<file path="config.mk">
export PLATFORM = sky130hd
export DESIGN_NAME = ram_burst_reader_flat
export DESIGN_NICKNAME = d
export VERILOG_FILES = /design/src/rtl/ram_burst_reader_if.sv /design/src/rtl/ram_burst_reader.sv /design/src/flat_wrapper.sv
export SDC_FILE = /design/constraint.sdc
export NUM_CORES = 1
export LEC_CHECK = 0
export ABC_AREA = 1
export CORE_MARGIN = 2
export CORE_UTILIZATION = 54
export CTS_CLUSTER_DIAMETER = 30
export DETAILED_ROUTE_END_ITERATION = 16
export PLACE_DENSITY_LB_ADDON = 0.1
export SYNTH_ARGS = -nofsm -noshare
export SYNTH_HDL_FRONTEND = slang
export SYNTH_SLANG_ARGS = --single-unit
</file>
<file path="constraint.sdc">
create_clock -name clk -period 2 [get_ports clk]
set_clock_uncertainty 0.1 [all_clocks]
set_input_delay 0.4 -clock clk [delete_from_list [all_inputs] [get_ports clk]]
set_output_delay 0.4 -clock clk [all_outputs]
set_load 0.02 [all_outputs]
</file>
<file path="src/rtl/ram_burst_reader_if.sv">
`default_nettype none
// +--------------------------------------------------------------------+
// | ram_burst_reader_if : burst control, RAM read port and output stream |
// | Rev 1.0                                                             |
// +--------------------------------------------------------------------+
interface ram_burst_reader_if #(
  parameter int ADDR_W = 11,
  parameter int DATA_W = 16
);
  logic              start;
  logic [ADDR_W-1:0] base_addr;
  logic [ADDR_W:0]   length;
  logic              busy;
  logic              done;
  logic              ram_en;
  logic              ram_we;
  logic [ADDR_W-1:0] ram_addr;
  logic [DATA_W-1:0] ram_dout;
  logic [DATA_W-1:0] m_data;
  logic              m_valid;
  logic              m_ready;
  logic              m_last;

  modport master (
    input  start, base_addr, length, ram_dout, m_ready,
    output busy, done, ram_en, ram_we, ram_addr, m_data, m_valid, m_last
  );

  modport slave (
    output start, base_addr, length, ram_dout, m_ready,
    input  busy, done, ram_en, ram_we, ram_addr, m_data, m_valid, m_last
  );
endinterface
`default_nettype wire

</file>
<file path="src/rtl/ram_burst_reader.sv">
`default_nettype none
// +--------------------------------------------------------------------+
// | ram_burst_reader : streams a RAM address range out as a valid/ready |
// | burst through a 2-entry fall-through FIFO.  Rev 1.0                 |
// +--------------------------------------------------------------------+
module ram_burst_reader #(
  parameter int ADDR_W = 11,
  parameter int DATA_W = 16
) (
  input  logic               clk,
  input  logic               rst_n,
  ram_burst_reader_if.master bus_io
);

  typedef enum logic [1:0] {
    S_IDLE  = 2'd0,
    S_READ  = 2'd1,
    S_DRAIN = 2'd2
  } state_t;

  localparam logic [ADDR_W-1:0] C_ADDR_ONE = ADDR_W'(1);
  localparam logic [ADDR_W:0]   C_LEN_ONE  = (ADDR_W+1)'(1);

  state_t            state_q, state_d;
  logic [ADDR_W-1:0] addr_q, addr_d;
  logic [ADDR_W:0]   remain_q, remain_d;
  logic [ADDR_W:0]   beats_q, beats_d;
  logic              done_q, done_d;
  logic              inflight_q;
  logic [1:0]        count_q;
  logic              rd_ptr_q, wr_ptr_q;
  logic [DATA_W-1:0] fifo_q [2];

  logic              w_valid;
  logic [DATA_W-1:0] w_head;
  logic              w_pop;
  logic              w_issue;
  logic              w_store;
  logic              w_deq;

  // The word returning from the RAM counts as occupancy: with an empty FIFO
  // it is presented directly, which gives the 2-cycle start-to-valid latency.
  always_comb begin
    w_valid = (count_q != 2'd0) || inflight_q;
    w_head  = (count_q != 2'd0) ? fifo_q[rd_ptr_q] : bus_io.ram_dout;
    w_pop   = w_valid && bus_io.m_ready;
    w_deq   = w_pop && (count_q != 2'd0);
    w_store = inflight_q && !(w_pop && (count_q == 2'd0));
    w_issue = (state_q == S_READ) && (remain_q != '0) &&
              (({1'b0, count_q} + {2'b00, inflight_q}) < (3'd2 + {2'b00, w_pop}));
  end

  always_comb begin
    state_d  = state_q;
    addr_d   = addr_q;
    remain_d = remain_q;
    beats_d  = beats_q;
    done_d   = 1'b0;
    case (state_q)
      S_IDLE: begin
        // done_q high means a burst just finished; a start here is dropped
        if (bus_io.start && !done_q) begin
          if (bus_io.length == '0) begin
            done_d = 1'b1;
          end else begin
            state_d  = S_READ;
            addr_d   = bus_io.base_addr;
            remain_d = bus_io.length;
            beats_d  = bus_io.length;
          end
        end
      end
      S_READ: begin
        if (w_issue) begin
          addr_d   = addr_q + C_ADDR_ONE;
          remain_d = remain_q - C_LEN_ONE;
          if (remain_q == C_LEN_ONE) state_d = S_DRAIN;
        end
        if (w_pop) beats_d = beats_q - C_LEN_ONE;
      end
      S_DRAIN: begin
        if (w_pop) begin
          beats_d = beats_q - C_LEN_ONE;
          if (beats_q == C_LEN_ONE) begin
            state_d = S_IDLE;
            done_d  = 1'b1;
          end
        end
      end
      default: state_d = S_IDLE;
    endcase
  end

  always_ff @(posedge clk or negedge rst_n) begin
    if (!rst_n) begin
      state_q    <= S_IDLE;
      addr_q     <= '0;
      remain_q   <= '0;
      beats_q    <= '0;
      done_q     <= 1'b0;
      inflight_q <= 1'b0;
      count_q    <= 2'd0;
      rd_ptr_q   <= 1'b0;
      wr_ptr_q   <= 1'b0;
      fifo_q[0]  <= '0;
      fifo_q[1]  <= '0;
    end else begin
      state_q    <= state_d;
      addr_q     <= addr_d;
      remain_q   <= remain_d;
      beats_q    <= beats_d;
      done_q     <= done_d;
      inflight_q <= w_issue;
      count_q    <= count_q + {1'b0, w_store} - {1'b0, w_deq};
      if (w_deq) rd_ptr_q <= ~rd_ptr_q;
      if (w_store) begin
        fifo_q[wr_ptr_q] <= bus_io.ram_dout;
        wr_ptr_q         <= ~wr_ptr_q;
      end
    end
  end

  assign bus_io.busy     = (state_q != S_IDLE);
  assign bus_io.done     = done_q;
  assign bus_io.ram_en   = w_issue;
  assign bus_io.ram_we   = 1'b0;
  assign bus_io.ram_addr = addr_q;
  assign bus_io.m_valid  = w_valid;
  assign bus_io.m_data   = w_valid ? w_head : '0;
  assign bus_io.m_last   = w_valid && (beats_q == C_LEN_ONE);

endmodule
`default_nettype wire

</file>
<file path="src/flat_wrapper.sv">
// flat-port wrapper written by rule: the top's interface ports become plain ports
module ram_burst_reader_flat 
#(
  parameter int ADDR_W = 11,
  parameter int DATA_W = 16
)
  (clk, rst_n, bus_io_start, bus_io_base_addr, bus_io_length, bus_io_ram_dout, bus_io_m_ready, bus_io_busy, bus_io_done, bus_io_ram_en, bus_io_ram_we, bus_io_ram_addr, bus_io_m_data, bus_io_m_valid, bus_io_m_last);
  ram_burst_reader_if #(.ADDR_W(ADDR_W), .DATA_W(DATA_W)) bus_io_i ();
  input  logic clk;
  input  logic rst_n;
  input wire logic [$bits(bus_io_i.start)-1:0] bus_io_start;
  input wire logic [$bits(bus_io_i.base_addr)-1:0] bus_io_base_addr;
  input wire logic [$bits(bus_io_i.length)-1:0] bus_io_length;
  input wire logic [$bits(bus_io_i.ram_dout)-1:0] bus_io_ram_dout;
  input wire logic [$bits(bus_io_i.m_ready)-1:0] bus_io_m_ready;
  output wire logic [$bits(bus_io_i.busy)-1:0] bus_io_busy;
  output wire logic [$bits(bus_io_i.done)-1:0] bus_io_done;
  output wire logic [$bits(bus_io_i.ram_en)-1:0] bus_io_ram_en;
  output wire logic [$bits(bus_io_i.ram_we)-1:0] bus_io_ram_we;
  output wire logic [$bits(bus_io_i.ram_addr)-1:0] bus_io_ram_addr;
  output wire logic [$bits(bus_io_i.m_data)-1:0] bus_io_m_data;
  output wire logic [$bits(bus_io_i.m_valid)-1:0] bus_io_m_valid;
  output wire logic [$bits(bus_io_i.m_last)-1:0] bus_io_m_last;
  assign bus_io_i.start = bus_io_start;
  assign bus_io_i.base_addr = bus_io_base_addr;
  assign bus_io_i.length = bus_io_length;
  assign bus_io_i.ram_dout = bus_io_ram_dout;
  assign bus_io_i.m_ready = bus_io_m_ready;
  assign bus_io_busy = bus_io_i.busy;
  assign bus_io_done = bus_io_i.done;
  assign bus_io_ram_en = bus_io_i.ram_en;
  assign bus_io_ram_we = bus_io_i.ram_we;
  assign bus_io_ram_addr = bus_io_i.ram_addr;
  assign bus_io_m_data = bus_io_i.m_data;
  assign bus_io_m_valid = bus_io_i.m_valid;
  assign bus_io_m_last = bus_io_i.m_last;
  ram_burst_reader #(.ADDR_W(ADDR_W), .DATA_W(DATA_W)) u_core (.clk(clk), .rst_n(rst_n), .bus_io(bus_io_i));
endmodule
</file>
==> key figures <==
Floorplanning
  • Core area: 8220 µm²
  • Die area: between 9000 and 10,000 µm²
  • Initial Util: 55.6%
  • Die Y: 96.0 µm
  • Die Wd: 96.0 µm
  • # rows: 33
  • Io pins: 76

CTS
  • Clock-pin slew on the worst setup and hold paths: about 100 ps
  • Worst-Skew Late Latency: 360 ps
  • H-tree depth: 3
  • # clock sinks: 75
  • Root buffer cell: clkbuf_8
  • Clk buf depth: 2
  • Num CTS Buffers: 9
  • CTS tree: built

Placed design
  • Placement Setup Slack: -292 ps
  • Port Buf Inserts: 74
  • Final RePlAce weighted congestion: 0.892
  • HPWL after DPL: 8760 µm

Setup path
  • R2R depth: 10
  • CP Capture Type: primary output
  • Crit-path slowest cell: dfrtp_2
  • Crit-path max FO: 3
  • Crit path cell chain: ha_4, ha_4, nand2_2, nand3_2, inv_2, buf_6
  • CP Class: reg2out
  • Worst reg2reg path startpoint: u_core.count_q[0]$_DFF_PN0_
  • Critical path required time: 1500 ps
  • CP max stage delay: 460 ps
  • FF-to-FF setup slack: 40 ps
  • CP arrival: 1560 ps
  • Top cell by count, worst path: ha_4
  • Critical R2R Capture: u_core.count_q[1]$_DFF_PN0_
  • Crit path launch: u_core.count_q[0]$_DFF_PN0_
  • Crit path launch type: flop

Synth
  • FF+latch count, synth: 75
  • Post-Syn Area: 4570 µm²
  • Unique masters post-synth: 37
  • Sequential area share after synthesis: 41.1%
  • Syn. warnings: 0
  • Syn nets: 699
  • Syn Area/Cell: roughly 7 µm²
  • Post-Synthesis Cells: 642

Power and ir drop
  • Int Pwr: approximately 6.3 mW
  • Switching Fraction: 45.1%
  • Leak: 3.40 nW
  • Flop pwr share: 24.2%
  • Total Power: between 10 and 15 mW
  • Power Density: 1760 nW/µm²
  • Clock power share: 11.9%
  • P_sw: 5.21 mW
  • Max IR drop VDD: 0.000837 V
  • Combinational share of power: ~64%

Timing
  • Worst Setup Slack, final: -61.8 ps
  • Max-slew violations: 0
  • Final-report hold violation count: 0
  • Fin crit share: 103%
  • RSZ-0062 raised after global routing: yes
  • Setup-failing EPs final: 16
  • Tmin final: roughly 2000 ps
  • F_max: 485 MHz

Finish
  • Most common cell after layout, fill and taps aside: nand2_1
  • Diodes inserted: 0
  • Share of cells above drive strength 1: around 22%
  • Most frequent cells in the layout: 226 x nand2_1, 98 x buf_4, 74 x dfrtp_1, 64 x inv_1, 52 x nor2_1
  • Nets: around 860
  • Area delta synth->final: 43.2%
  • Fillers: around 570

Drt
  • First DRT Iteration DRCs: 300
  • Final WL: 13,000 µm
  • WL per Instance: roughly 14 µm
  • Drt first pass iters: 5
  • Vias per cell: 5.27
  • Vias: 4,790
  • Post-DRT Antenna Nets: 0
  • Residual DRC count: 0

Global routing
  • Total track usage: between 20% and 30%
  • Largest net degree at the start of global routing: 36
  • First-pass GRT wire length: 20,600 µm
  • Gr ovfl total: 0
  • Vias in the first global route: around 4.5k
  • Initial antenna violation count: 0

Min path
  • Hold path depth: 2
  • Worst Hold Class: reg2reg
  • HP Start: u_core.fifo_q[9]$_DFFE_PN0P_
  • Hold Crit Endpoint: u_core.fifo_q[9]$_DFFE_PN0P_

Outcome
  • Failing checks: setup timing
  • Status: finished with violations

Flow run
  • Max-cap violation count: 0
routing by layer:
metal / up-vias / GRT usage, % / wire length [µm]
met1: 2272 / 36.8 / 5520
met3: 24 / 2.98 / 499
li1: 2368 / - / -
met2: 126 / 49.9 / 6690
met4: 0 / 11.7 / 289
met5: - / 0 / 0
per-stage QoR:
step	util, %	hold slack (ps)	cell area, µm²	instances	TNS (ps)
final	79.6	396	6540	909	-370
after global routing	79.6	425	6540	909	-1210
after CTS	78.1	393	6420	904	-120
after detailed placement	73.8	276	6070	883	-9550
after global placement	73.8	267	6070	883	-7940
after floorplan	-	4.41	4570	642	0
worst max-delay path: cells and delay by family (launching register included):
| family | cells | cell delay, ps |
|---|---|---|
| buffers and inverters | 2 | 170 |
| DFF | 1 | 460 |
| and+or+nand+nor | 2 | 140 |
| adders and majority gates | 2 | 440 |
Yosys cell counts (all sizes together):
master / count / area [µm²]
clkbuf: 12 / 45.0
nand2: 232 / 881
inv: 69 / 259
mux2i: 16 / 160
nand4: 7 / 43.8
a21oi: 8 / 55.1
a22oi: 1 / 7.51
a31oi: 1 / 6.26
nor3: 1 / 5.00
nand3: 39 / 200
a31o: 1 / 8.76
o211ai: 4 / 30.0
o22ai: 16 / 100
o21ai: 60 / 300
ha: 14 / 175
nor2: 55 / 209
conb: 1 / 3.75
or2: 7 / 43.8
o31ai: 1 / 7.51
nor3b: 1 / 7.51
nand3b: 1 / 7.51
xnor2: 3 / 26.3
buf: 15 / 93.8
xor2: 1 / 8.76
o21bai: 1 / 7.51
dfrtp: 75 / 1880
cell type report:
class,count,area (µm²),area share (%)
multi-input cells,472,2470,37.8
flip-flops and latches,75,1880,28.7
repair buffers,172,1570,24.0
inverters,69,259,3.96
clock buffers,10,138,2.10
well taps,105,131,2.01
clock inverters,6,95.1,1.45
what timing repair did:
action	CTS	global route
cloned	1	0
setup buffers	3	5
endpoints found under the hold margin	14	0
gates resized for setup	123	19
pin swaps	4	3
setup endpoints to repair	44	57
hold buffers	1	0
power groups by stage:
stage          clock [mW]  sequential, mW  combinational, mW
5_1_grt              1.45            2.86               8.11
3_3_place_gp            0            2.72               6.48
4_1_cts              1.38            2.76               7.01
2_1_floorplan           0            2.87               3.89
3_5_place_dp            0            2.76               6.72
6_report             1.37            2.79               7.38
sequential cells by signal (all words and copies together), names as in the netlist:
register                count
u_core.remain_q            12
u_core.rd_ptr_q             1
u_core.bus_io.done          1
u_core.fifo_q              32
u_core.count_q              2
u_core.state_q              2
u_core.bus_io.ram_addr     11
u_core.beats_q             12
u_core.wr_ptr_q             1
u_core.inflight_q           1
worst max-delay path by stage:
stage / end / slack [ps] / depth (start not counted)
2_1_floorplan: bus_io_m_data[10] / 100 / 5
3_3_place_gp: bus_io_ram_en / -240 / 6
3_5_place_dp: bus_io_ram_en / -290 / 6
4_1_cts: bus_io_ram_en / -50 / 6
5_1_grt: bus_io_ram_en / -110 / 8
6_report: bus_io_ram_en / -60 / 6
cells by family after synthesis:
logic type	Yosys count	share of synthesized area, %
xor gates and xnor gates	4	0.767
buffers and inverters	96	8.71
muxes	16	3.50
AOI/OAI and AO/OA	93	11.4
DFF	75	41.1
adders and majority gates	14	3.83
and+or+nand+nor	343	30.6
other	1	0.0821
No activity file was read; power rests on OpenSTA's default activity.
==> edit, RTL diff (same flow settings) <==
Re-encode `state_t` (3 states) as one-hot, 3 bits wide.
--- a/src/rtl/ram_burst_reader.sv
+++ b/src/rtl/ram_burst_reader.sv
@@ -12,10 +12,10 @@
   ram_burst_reader_if.master bus_io
 );
 
-  typedef enum logic [1:0] {
-    S_IDLE  = 2'd0,
-    S_READ  = 2'd1,
-    S_DRAIN = 2'd2
+  typedef enum logic [2:0] {
+    S_IDLE  = 3'b001,
+    S_READ  = 3'b010,
+    S_DRAIN = 3'b100
   } state_t;
 
   localparam logic [ADDR_W-1:0] C_ADDR_ONE = ADDR_W'(1);
Formal check against the unedited RTL: same outputs for any inputs over 4 cycles, from zero or initial values and one cycle with rst_n low; so few cycles prove little.
==> edit against the unedited design <==
- the flow still finishes with violations (setup timing)
- non-clock buffer count decreased by 11
- synthesized cell count decreased by 4.2%
- sequential power increased by 1%
- sequential cell count increased by 1
- wire length decreased by 6.2%
- area after synthesis increased by 2.9%
- clock power decreased by 17%
- count of clock-buffer cells in the layout decreased by 1
- cell area decreased by 0.34%
- power decreased by 6.1%
- setup slack got worse by 0.030 ns
- critical endpoint is now bus_io_m_data[3]
==> edit: results (changes against the unedited design) <==
buffer share of cell area 23.06% (-0.95 points); global-route wire length before repair 20.67 mm (+0.33%); Hold Startpoint u_core.fifo_q[6]$_DFFE_PN0P_; worst hold slack 0.4009 ns (+0.005322 ns); FILL cells 647 (+13%); worst vdd ir 0.7360 mV (-12%); top post-synthesis cells by area dfrtp_1 40%, nand2_1 15%, inv_1 4.5%; detailed placement HPWL 8.867 mm (+1.3%); met1 usage 33.98% (-2.8 points); Non-clk invs 62 (-10%); final setup violation count 18 (+2); Avg Vias per Cell 5.249 (-0.39%); CP arrival 1.59 ns (+0.03 ns); Cells after DPL 856 (-3.1%); Setup Buffers After CTS 1 (-2); final setup margin -0.09206 ns (-0.03022 ns); CTS resizes 127 (+3.3%); failing checks setup timing; post-synthesis cell count 615 (-4.2%); clock distribution power 1.14 mW (-17%); Critical Path Fanout Max 10 (+7); Register Area 0.001903 sq mm (+1.3%); grt met2 use 45.83% (-4.1 points); CP endpoint bus_io_m_data[3]; Pleak 3.290 nW (-3.3%); # clock sinks 76 (+1.3%); status finished with violations
-- edit: changes by cell type after synthesis, sizes merged, moves of 4 or more --
| cell | before | now |
|---|---|---|
| nand2 | 232 | 202 |
| o21ai | 60 | 70 |
| inv | 69 | 62 |
| clkbuf | 12 | 6 |
| nand3 | 39 | 33 |
| xor2 | 1 | 6 |
| ha | 14 | 10 |
| nor2 | 55 | 59 |
-- edit: worst max-delay path: stages (launching register included) --
cell,delay (ns)
dfrtp_1,0.42
buf_6,0.13
nor2_4,0.12
nand2_2,0.10
buf_12,0.16
o22ai_2,0.14
buf_4,0.17
-- edit: kinds of logic after synthesis --
group	Yosys count	share of synthesized area, %
adders and majority gates	10	2.661
muxes	18	3.832
AOI/OAI and AO/OA	102	12.96
and+or+nand+nor	313	29.59
xor gates and xnor gates	9	1.677
DFF	76	40.47
buffers and inverters	86	8.728
other	1	0.07975
